$ cat config.mk
export PLATFORM = sky130hd
export DESIGN_NAME = reg_file_arbiter
export DESIGN_NICKNAME = d
export VERILOG_FILES = /design/src/rtl/reg_file_arbiter.sv
export SDC_FILE = /design/constraint.sdc
export NUM_CORES = 1
export LEC_CHECK = 0
export CORE_MARGIN = 2
export CORE_UTILIZATION = 41
export CTS_CLUSTER_SIZE = 14
export DETAILED_ROUTE_END_ITERATION = 12
export PLACE_DENSITY = 0.92
export SYNTH_ARGS = -nofsm -noshare
export SYNTH_HDL_FRONTEND = slang
export SYNTH_SLANG_ARGS = --single-unit
$ cat constraint.sdc
create_clock -name clk -period 4.5 [get_ports clk]
set_input_delay 0.9 -clock clk [delete_from_list [all_inputs] [get_ports clk]]
set_output_delay 0.9 -clock clk [all_outputs]
set_load 0.005 [all_outputs]
$ cat src/rtl/reg_file_arbiter.sv
// reg_file_arbiter
// Shares one register file (two combinational read ports, one clocked write
// port) between the CPU datapath (req0) and the host/debug port (req1).
// The arbiter grants one transaction per cycle, uses round-robin on conflict,
// and supports a lock so the owner can run atomic read-modify-write sequences.
// A lock owner that stays idle for LOCK_MAX cycles loses the lock, and
// lock_abort reports the forced release.
//
// state | meaning
// ------+-----------------------------------------------------------
// IDLE  | both requesters eligible, round-robin on conflict
// LOCK0 | req0 owns the file, req1 held off (ready1 = 0)
// LOCK1 | req1 owns the file, req0 held off (ready0 = 0)

module reg_file_arbiter #(
    parameter int WIDTH    = 16,
    parameter int REG_BITS = 4,
    parameter int LOCK_MAX = 15
) (
    input  logic                clk,
    input  logic                reset_n,

    input  logic                req0_valid,
    output logic                req0_ready,
    input  logic                req0_write,
    input  logic                req0_lock,
    input  logic [REG_BITS-1:0] req0_a_idx,
    input  logic [REG_BITS-1:0] req0_b_idx,
    input  logic [WIDTH-1:0]    req0_wdata,

    input  logic                req1_valid,
    output logic                req1_ready,
    input  logic                req1_write,
    input  logic                req1_lock,
    input  logic [REG_BITS-1:0] req1_a_idx,
    input  logic [REG_BITS-1:0] req1_b_idx,
    input  logic [WIDTH-1:0]    req1_wdata,

    output logic                rsp0_valid,
    output logic [WIDTH-1:0]    rsp0_a_data,
    output logic [WIDTH-1:0]    rsp0_b_data,
    output logic                rsp1_valid,
    output logic [WIDTH-1:0]    rsp1_a_data,
    output logic [WIDTH-1:0]    rsp1_b_data,

    output logic                lock_abort,

    output logic                rf_reg_write,
    output logic [REG_BITS-1:0] rf_A_index,
    output logic [REG_BITS-1:0] rf_B_index,
    output logic [WIDTH-1:0]    rf_write_data,
    input  logic [WIDTH-1:0]    rf_A_data,
    input  logic [WIDTH-1:0]    rf_B_data
);

    localparam int CNT_W = (LOCK_MAX < 2) ? 1 : $clog2(LOCK_MAX + 1);
    localparam logic [CNT_W-1:0] CNT_LAST = CNT_W'(LOCK_MAX - 1);

    typedef enum logic [1:0] {
        ST_IDLE  = 2'd0,
        ST_LOCK0 = 2'd1,
        ST_LOCK1 = 2'd2
    } state_t;

    state_t             state_q, state_d;
    logic               last_grant_q, last_grant_d;
    logic [CNT_W-1:0]   idle_cnt_q, idle_cnt_d;
    logic               lock_abort_q, lock_abort_d;
    logic               rsp0_valid_q, rsp0_valid_d;
    logic               rsp1_valid_q, rsp1_valid_d;
    logic [WIDTH-1:0]   rsp0_a_q, rsp0_a_d;
    logic [WIDTH-1:0]   rsp0_b_q, rsp0_b_d;
    logic [WIDTH-1:0]   rsp1_a_q, rsp1_a_d;
    logic [WIDTH-1:0]   rsp1_b_q, rsp1_b_d;

    logic               cand0, cand1;
    logic               grant0, grant1;

    // Arbitration: eligible valid requesters compete, the one that did not win
    // last time takes a conflict. Gating with reset_n keeps every grant low
    // while reset is asserted.
    always_comb begin
        cand0  = 1'b0;
        cand1  = 1'b0;
        grant0 = 1'b0;
        grant1 = 1'b0;
        cand0  = reset_n & req0_valid & (state_q != ST_LOCK1);
        cand1  = reset_n & req1_valid & (state_q != ST_LOCK0);
        grant0 = cand0 & (~cand1 | last_grant_q);
        grant1 = cand1 & (~cand0 | ~last_grant_q);
    end

    assign req0_ready = grant0;
    assign req1_ready = grant1;

    // Steer the winner's fields onto the register file. Writes to r0 are
    // dropped here, but the response still goes out.
    always_comb begin
        rf_reg_write  = 1'b0;
        rf_A_index    = '0;
        rf_B_index    = '0;
        rf_write_data = '0;
        if (grant0) begin
            rf_reg_write  = req0_write & (req0_a_idx != '0);
            rf_A_index    = req0_a_idx;
            rf_B_index    = req0_b_idx;
            rf_write_data = req0_wdata;
        end else if (grant1) begin
            rf_reg_write  = req1_write & (req1_a_idx != '0);
            rf_A_index    = req1_a_idx;
            rf_B_index    = req1_b_idx;
            rf_write_data = req1_wdata;
        end
    end

    // Lock FSM and idle timer. The owner's idle count clears on every grant.
    // On reaching LOCK_MAX idle cycles the lock is dropped and the abort is
    // flagged for one cycle.
    always_comb begin
        state_d      = state_q;
        idle_cnt_d   = idle_cnt_q;
        lock_abort_d = 1'b0;
        last_grant_d = last_grant_q;
        if (grant0) begin
            last_grant_d = 1'b0;
        end else if (grant1) begin
            last_grant_d = 1'b1;
        end

        case (state_q)
            ST_IDLE: begin
                idle_cnt_d = '0;
                if (grant0 && req0_lock) begin
                    state_d = ST_LOCK0;
                end else if (grant1 && req1_lock) begin
                    state_d = ST_LOCK1;
                end
            end
            ST_LOCK0: begin
                if (grant0) begin
                    idle_cnt_d = '0;
                    if (!req0_lock) begin
                        state_d = ST_IDLE;
                    end
                end else if (idle_cnt_q == CNT_LAST) begin
                    state_d      = ST_IDLE;
                    idle_cnt_d   = '0;
                    lock_abort_d = 1'b1;
                end else begin
                    idle_cnt_d = idle_cnt_q + CNT_W'(1);
                end
            end
            ST_LOCK1: begin
                if (grant1) begin
                    idle_cnt_d = '0;
                    if (!req1_lock) begin
                        state_d = ST_IDLE;
                    end
                end else if (idle_cnt_q == CNT_LAST) begin
                    state_d      = ST_IDLE;
                    idle_cnt_d   = '0;
                    lock_abort_d = 1'b1;
                end else begin
                    idle_cnt_d = idle_cnt_q + CNT_W'(1);
                end
            end
            default: begin
                state_d    = ST_IDLE;
                idle_cnt_d = '0;
            end
        endcase
    end

    // Capture the pre-write read data of the granted transaction. Each
    // requester's data holds until that requester's next response.
    always_comb begin
        rsp0_valid_d = grant0;
        rsp1_valid_d = grant1;
        rsp0_a_d     = rsp0_a_q;
        rsp0_b_d     = rsp0_b_q;
        rsp1_a_d     = rsp1_a_q;
        rsp1_b_d     = rsp1_b_q;
        if (grant0) begin
            rsp0_a_d = rf_A_data;
            rsp0_b_d = rf_B_data;
        end
        if (grant1) begin
            rsp1_a_d = rf_A_data;
            rsp1_b_d = rf_B_data;
        end
    end

    // State register. Reset drops any pending response or lock.
    always_ff @(posedge clk or negedge reset_n) begin
        if (!reset_n) begin
            state_q      <= ST_IDLE;
            last_grant_q <= 1'b1;
            idle_cnt_q   <= '0;
            lock_abort_q <= 1'b0;
            rsp0_valid_q <= 1'b0;
            rsp1_valid_q <= 1'b0;
            rsp0_a_q     <= '0;
            rsp0_b_q     <= '0;
            rsp1_a_q     <= '0;
            rsp1_b_q     <= '0;
        end else begin
            state_q      <= state_d;
            last_grant_q <= last_grant_d;
            idle_cnt_q   <= idle_cnt_d;
            lock_abort_q <= lock_abort_d;
            rsp0_valid_q <= rsp0_valid_d;
            rsp1_valid_q <= rsp1_valid_d;
            rsp0_a_q     <= rsp0_a_d;
            rsp0_b_q     <= rsp0_b_d;
            rsp1_a_q     <= rsp1_a_d;
            rsp1_b_q     <= rsp1_b_d;
        end
    end

    assign rsp0_valid  = rsp0_valid_q;
    assign rsp0_a_data = rsp0_a_q;
    assign rsp0_b_data = rsp0_b_q;
    assign rsp1_valid  = rsp1_valid_q;
    assign rsp1_a_data = rsp1_a_q;
    assign rsp1_b_data = rsp1_b_q;
    assign lock_abort  = lock_abort_q;

endmodule

# Word-level counts from Yosys, hierarchy flattened
# Cells that the tools add are included.
# totals
ff_bits	74
latch_bits	0
ram_bits	0
rom_bits	0
input_bits	88
out_inout_bits	94
word_cells	65
mem_count	0
# classes
addsub	1
multipliers	0
div	0
order_cmp	0
n_eq_ne	8
shift	0
muxes	26
bitwise_logic	13
n_reduce_logical	7
# ops
operator	n
2-to-1 mux 16 bit	2
2-to-1 mux 4 bit	7
2-to-1 mux 2 bit	7
inequality test 3 bit (second input constant)	3
bitwise AND 1 bit	8
one-hot mux 4 bit (2 select lines)	1
nonzero test 4 bit	2
2-to-1 mux 1 bit	7
one-hot mux 2 bit (3 select lines)	1
adder 4 x 1 -> 4 bit (second input constant)	1
equality test 4 bit (second input constant)	1
NOT 1 bit	3
AND reduction 3 bit	1
equality test 2 x 1 -> 1 bit (second input constant)	1
equality test 2 bit (second input constant)	1
logical AND 1 bit	2
zero test 2 bit	1
inequality test 2 x 1 -> 1 bit (second input constant)	1
inequality test 2 bit (second input constant)	1
OR 1 bit	2
one-hot mux 1 bit (2 select lines)	1
nonzero test 2 bit	1

# Longest topological paths before layout
# depth
depth_word	9
mapped_depth	9
depth_no_buf	7

# Worst setup path before layout
# OpenSTA, ideal clock, no wires.
# synth_timing
path_kind	input to output
start	in req1_valid
end	out rf_write_data[10]
arrival_time_ps	2044
required_ps	3600
path_slack_ps	1556
stages	6
n_path_buf	3
cell_sequence	or3b_1 and3_1 buf_6 buf_6 buf_6 a22o_1
# synth_via
elab_chain_len	6
elab_cells_between_ends	8
cone_classes	mux: 2; bitwise: 6
# synth_lines
item	line	rtl
from (decl)	31	input logic req1_valid,
bitwise AND 1 bit (*) (2 in series)	88	cand1 = reset_n & req1_valid & (state_q != ST_LOCK0);
NOT 1 bit	89	grant0 = cand0 & (~cand1 | last_grant_q);
OR 1 bit	89	
bitwise AND 1 bit	89	
2-to-1 mux 16 bit (*)	103	if (grant0) begin
to (decl)	51	output logic [WIDTH-1:0] rf_write_data,
# Every way passes the cells marked *; elsewhere a longest branch is shown, timed or not.

# Worst setup path after layout
# layout_timing
start	in req1_valid
end	out rf_write_data[6]
# The elaborated chain is that of the path after synthesis.

==> results.tsv <==
stage	metric	value	unit
status	outcome	complete, no violations	
finish	commonest non-fill, non-tap cell in the layout	clkdlybuf4s50_1	
global_route	total gr overflow	0	
clock_tree	CTS clk-pin slew, worst paths	0.07	ns
clock_tree	CTS tree	done	
clock_tree	CTS buffer count	9	
global_route	largest net degree at the start of global routing	77	
sta	Achievable Freq	248	MHz
power_and_ir_drop	P_leak	2.34	nW
detailed_routing	DRC Markers	0	
synthesis	post-synthesis cell type count	33	
sta	worst clock skew	0.00839	ns
sta	final setup fails	0	
detailed_routing	Vias/cell	5.05	
floorplan	Die Y	92.8	microns
synthesis	Synth warnings	0	
critical_path	Top cell by count, worst path	clkdlybuf4s50_1	
detailed_routing	final wirelength	9640	microns
detailed_routing	DR vias	2924	
critical_path	CP max-delay cell	clkdlybuf4s50_1	
placed_design	PortBufs	181	
detailed_routing	WL/cell	16.6	microns
floorplan	overall die width	92.8	microns
synthesis	EDFF count, synth	0	
sta	Max-slew headroom	38.2	%
global_route	vias in the first global route	3141	
finish	most frequent cells in the layout	clkdlybuf4s50_1 (180), nand2_1 (97), dfrtp_1 (73), a22o_1 (24), mux2_2 (19)	
clock_tree	# clock sinks	74	
synthesis	synthesized flop and latch total	74	
critical_path	sequence of cells on the critical path	clkdlybuf4s50_1, or3b_1, and3_2, a22o_1, clkdlybuf4s50_1	
placed_design	post-placement cell area	5110	sq um
finish	fin area	5290	sq um
critical_path	Critical Path End Type	primary output	
clock_tree	Post-CTS Resized	0	
sta	Final Critical Period	4.03	ns
floorplan	Placeable Area	7690	sq um
placed_design	DP Wirelength	7260	microns
floorplan	die area	8610	sq um
clock_tree	CTS max path bufs	2	
synthesis	fraction of registers with async set/reset	100	%
placed_design	routability cong.	0.817	
sta	slew of the pin with the lowest slew margin	0.928	ns
synthesis	Main synth FF type	dfrtp_1	
sta	crit share post-route	89.6	%
flow_run	max_cap viols	0	
sta	Post-Route Setup TNS	0	ns
power_and_ir_drop	Peak VDD IR	0.000311	V
synthesis	sequential area share after synthesis	57.4	%
sta	unrepaired setup endpoints after global routing	no	
clock_tree	clk_lat worst skew	0.33	ns
sta	final hold vios	0	
power_and_ir_drop	Pwr Density	551	nW/um^2
critical_path	Req. time, crit path	3.60	ns
power_and_ir_drop	overall power	2.91	mW
synthesis	Mapped Area	3230	sq um
clock_tree	Root Buffer	clkbuf_8	
clock_tree	CTS H-tree lvls	3	
critical_path	r2r setup slk	1.91	ns
synthesis	Syn Inst Count	291	
critical_path	CP max FO	40	
hold_path	HP Class	flop to flop	
synthesis	Mapped Avg Cell Area	11.1	sq um
floorplan	initial core utilization	42.0	%
finish	ant diodes	0	
critical_path	Worst EP arrival	3.13	ns
global_route	Total GRT Usage	23.1	%
synthesis	Syn Nets	385	
floorplan	FP Rows	32	
critical_path	critical path type	input port to primary output	
finish	Final #Nets	567	
sta	Slew Viols, Final	0	
clock_tree	Post-CTS Setup Repair Bufs	0	
detailed_routing	drt first pass iters	6	
clock_tree	hold_buf cts	0	
detailed_routing	Iter 0 DRT Violations	79	
detailed_routing	remaining antenna violation count after routing	0	
critical_path	critical path startpoint category	input port	
global_route	first-pass GRT wire length	15300	microns
finish	share of layout cells above drive strength 1	9.22	%
finish	P&R area growth vs syn	63.6	%
floorplan	io pins	182	
critical_path	peak per-stage delay on the critical path	0.50	ns
global_route	initial antenna violation count	0	
## critical path: cells and delay by family
family	cells	cell delay, ns
AO/OA/AOI/OAI	1	0.35
AND/OR/NAND/NOR	2	0.90
buffers and inverters	2	0.96
## final timing paths
path	depth (start not counted)	from	end
max	5	req1_valid	rf_write_data[6]
min	2	rsp1_a_data[9]$_DFFE_PN0N_	rsp1_a_data[9]$_DFFE_PN0N_
min in group asynchronous	2	reset_n	rsp0_a_data[7]$_DFFE_PN0P_
max reg2reg	6	state_q[1]$_DFFE_PN0P_	rsp0_b_data[12]$_DFFE_PN0P_
max in group asynchronous	2	reset_n	rsp0_b_data[4]$_DFFE_PN0P_
min reg2reg	2	rsp1_a_data[9]$_DFFE_PN0N_	rsp1_a_data[9]$_DFFE_PN0N_
## cell usage after synthesis (all sizes together) (2+ instances only)
cell | count | area share [%]
nand2 | 97 | 11
dfrtp | 73 | 57
mux2 | 32 | 11
a22o | 24 | 6.5
buf | 11 | 2.9
nor2 | 7 | 0.81
ha | 6 | 2.3
clkbuf | 5 | 0.58
nand3 | 5 | 0.77
inv | 4 | 0.46
o21ai | 3 | 0.46
nand3b | 2 | 0.46
nor2b | 2 | 0.39
nor3b | 2 | 0.46
o22ai | 2 | 0.39
or3b | 2 | 0.54
## per-layer routing
metal | vias to the layer above | global-route usage (%) | wire (microns)
met5 | - | 0 | 0
met4 | 0 | 8.09 | 158
met3 | 11 | 8.14 | 985
met2 | 156 | 43.2 | 5060
met1 | 1409 | 23.8 | 3430
li1 | 1348 | - | -
## power breakdown
part / switching (mW) / internal [mW] / leakage (nW) / total (mW)
Sequential: 0.168 / 0.969 / 0.903 / 1.14
Combinational: 0.469 / 0.854 / 1.34 / 1.32
Clock: 0.227 / 0.225 / 0.0920 / 0.452
## registers in the layout, indices dropped and copies added, names as in the netlist
register      cells
idle_cnt_q        4
state_q           2
lock_abort        1
rsp1_a_data      16
last_grant_q      1
rsp0_a_data      16
rsp0_valid        1
rsp0_b_data      16
rsp1_valid        1
rsp1_b_data      16
## kinds of logic (layout without fill, tap and decap cells)
kind of cell	after synthesis	count (layout)	synth area share, %
simple gates	123	123	16.1
fa+ha+maj	6	6	2.32
compound gates	34	34	8.60
buf+inv	20	206	3.91
mux	32	32	11.2
xor+xnor	2	2	0.542
flops	74	74	57.4
## layout make-up
cell class                      instances  area, sq um
Fill cell                             600         2400
Timing Repair Buffer                  187         1870
Sequential cell                        74         1850
Multi-Input combinational cell        197         1250
Clock buffer                           12          155
Tap cell                              102          128
Clock inverter                          3         15.0
Inverter                                4         15.0
## stage by stage
stage          worst slack [ns]  hold WS [ns]  utilization (%)  cells
2_1_floorplan              1.56         0.454                -    291
6_report                  0.468         0.478             68.8    579
5_1_grt                   0.344         0.504             68.8    579
4_1_cts                   0.480         0.480             68.8    579
3_5_place_dp              0.485         0.462             66.5    564
3_3_place_gp              0.532         0.458             66.5    564
No activity file was read; power rests on OpenSTA's default activity.
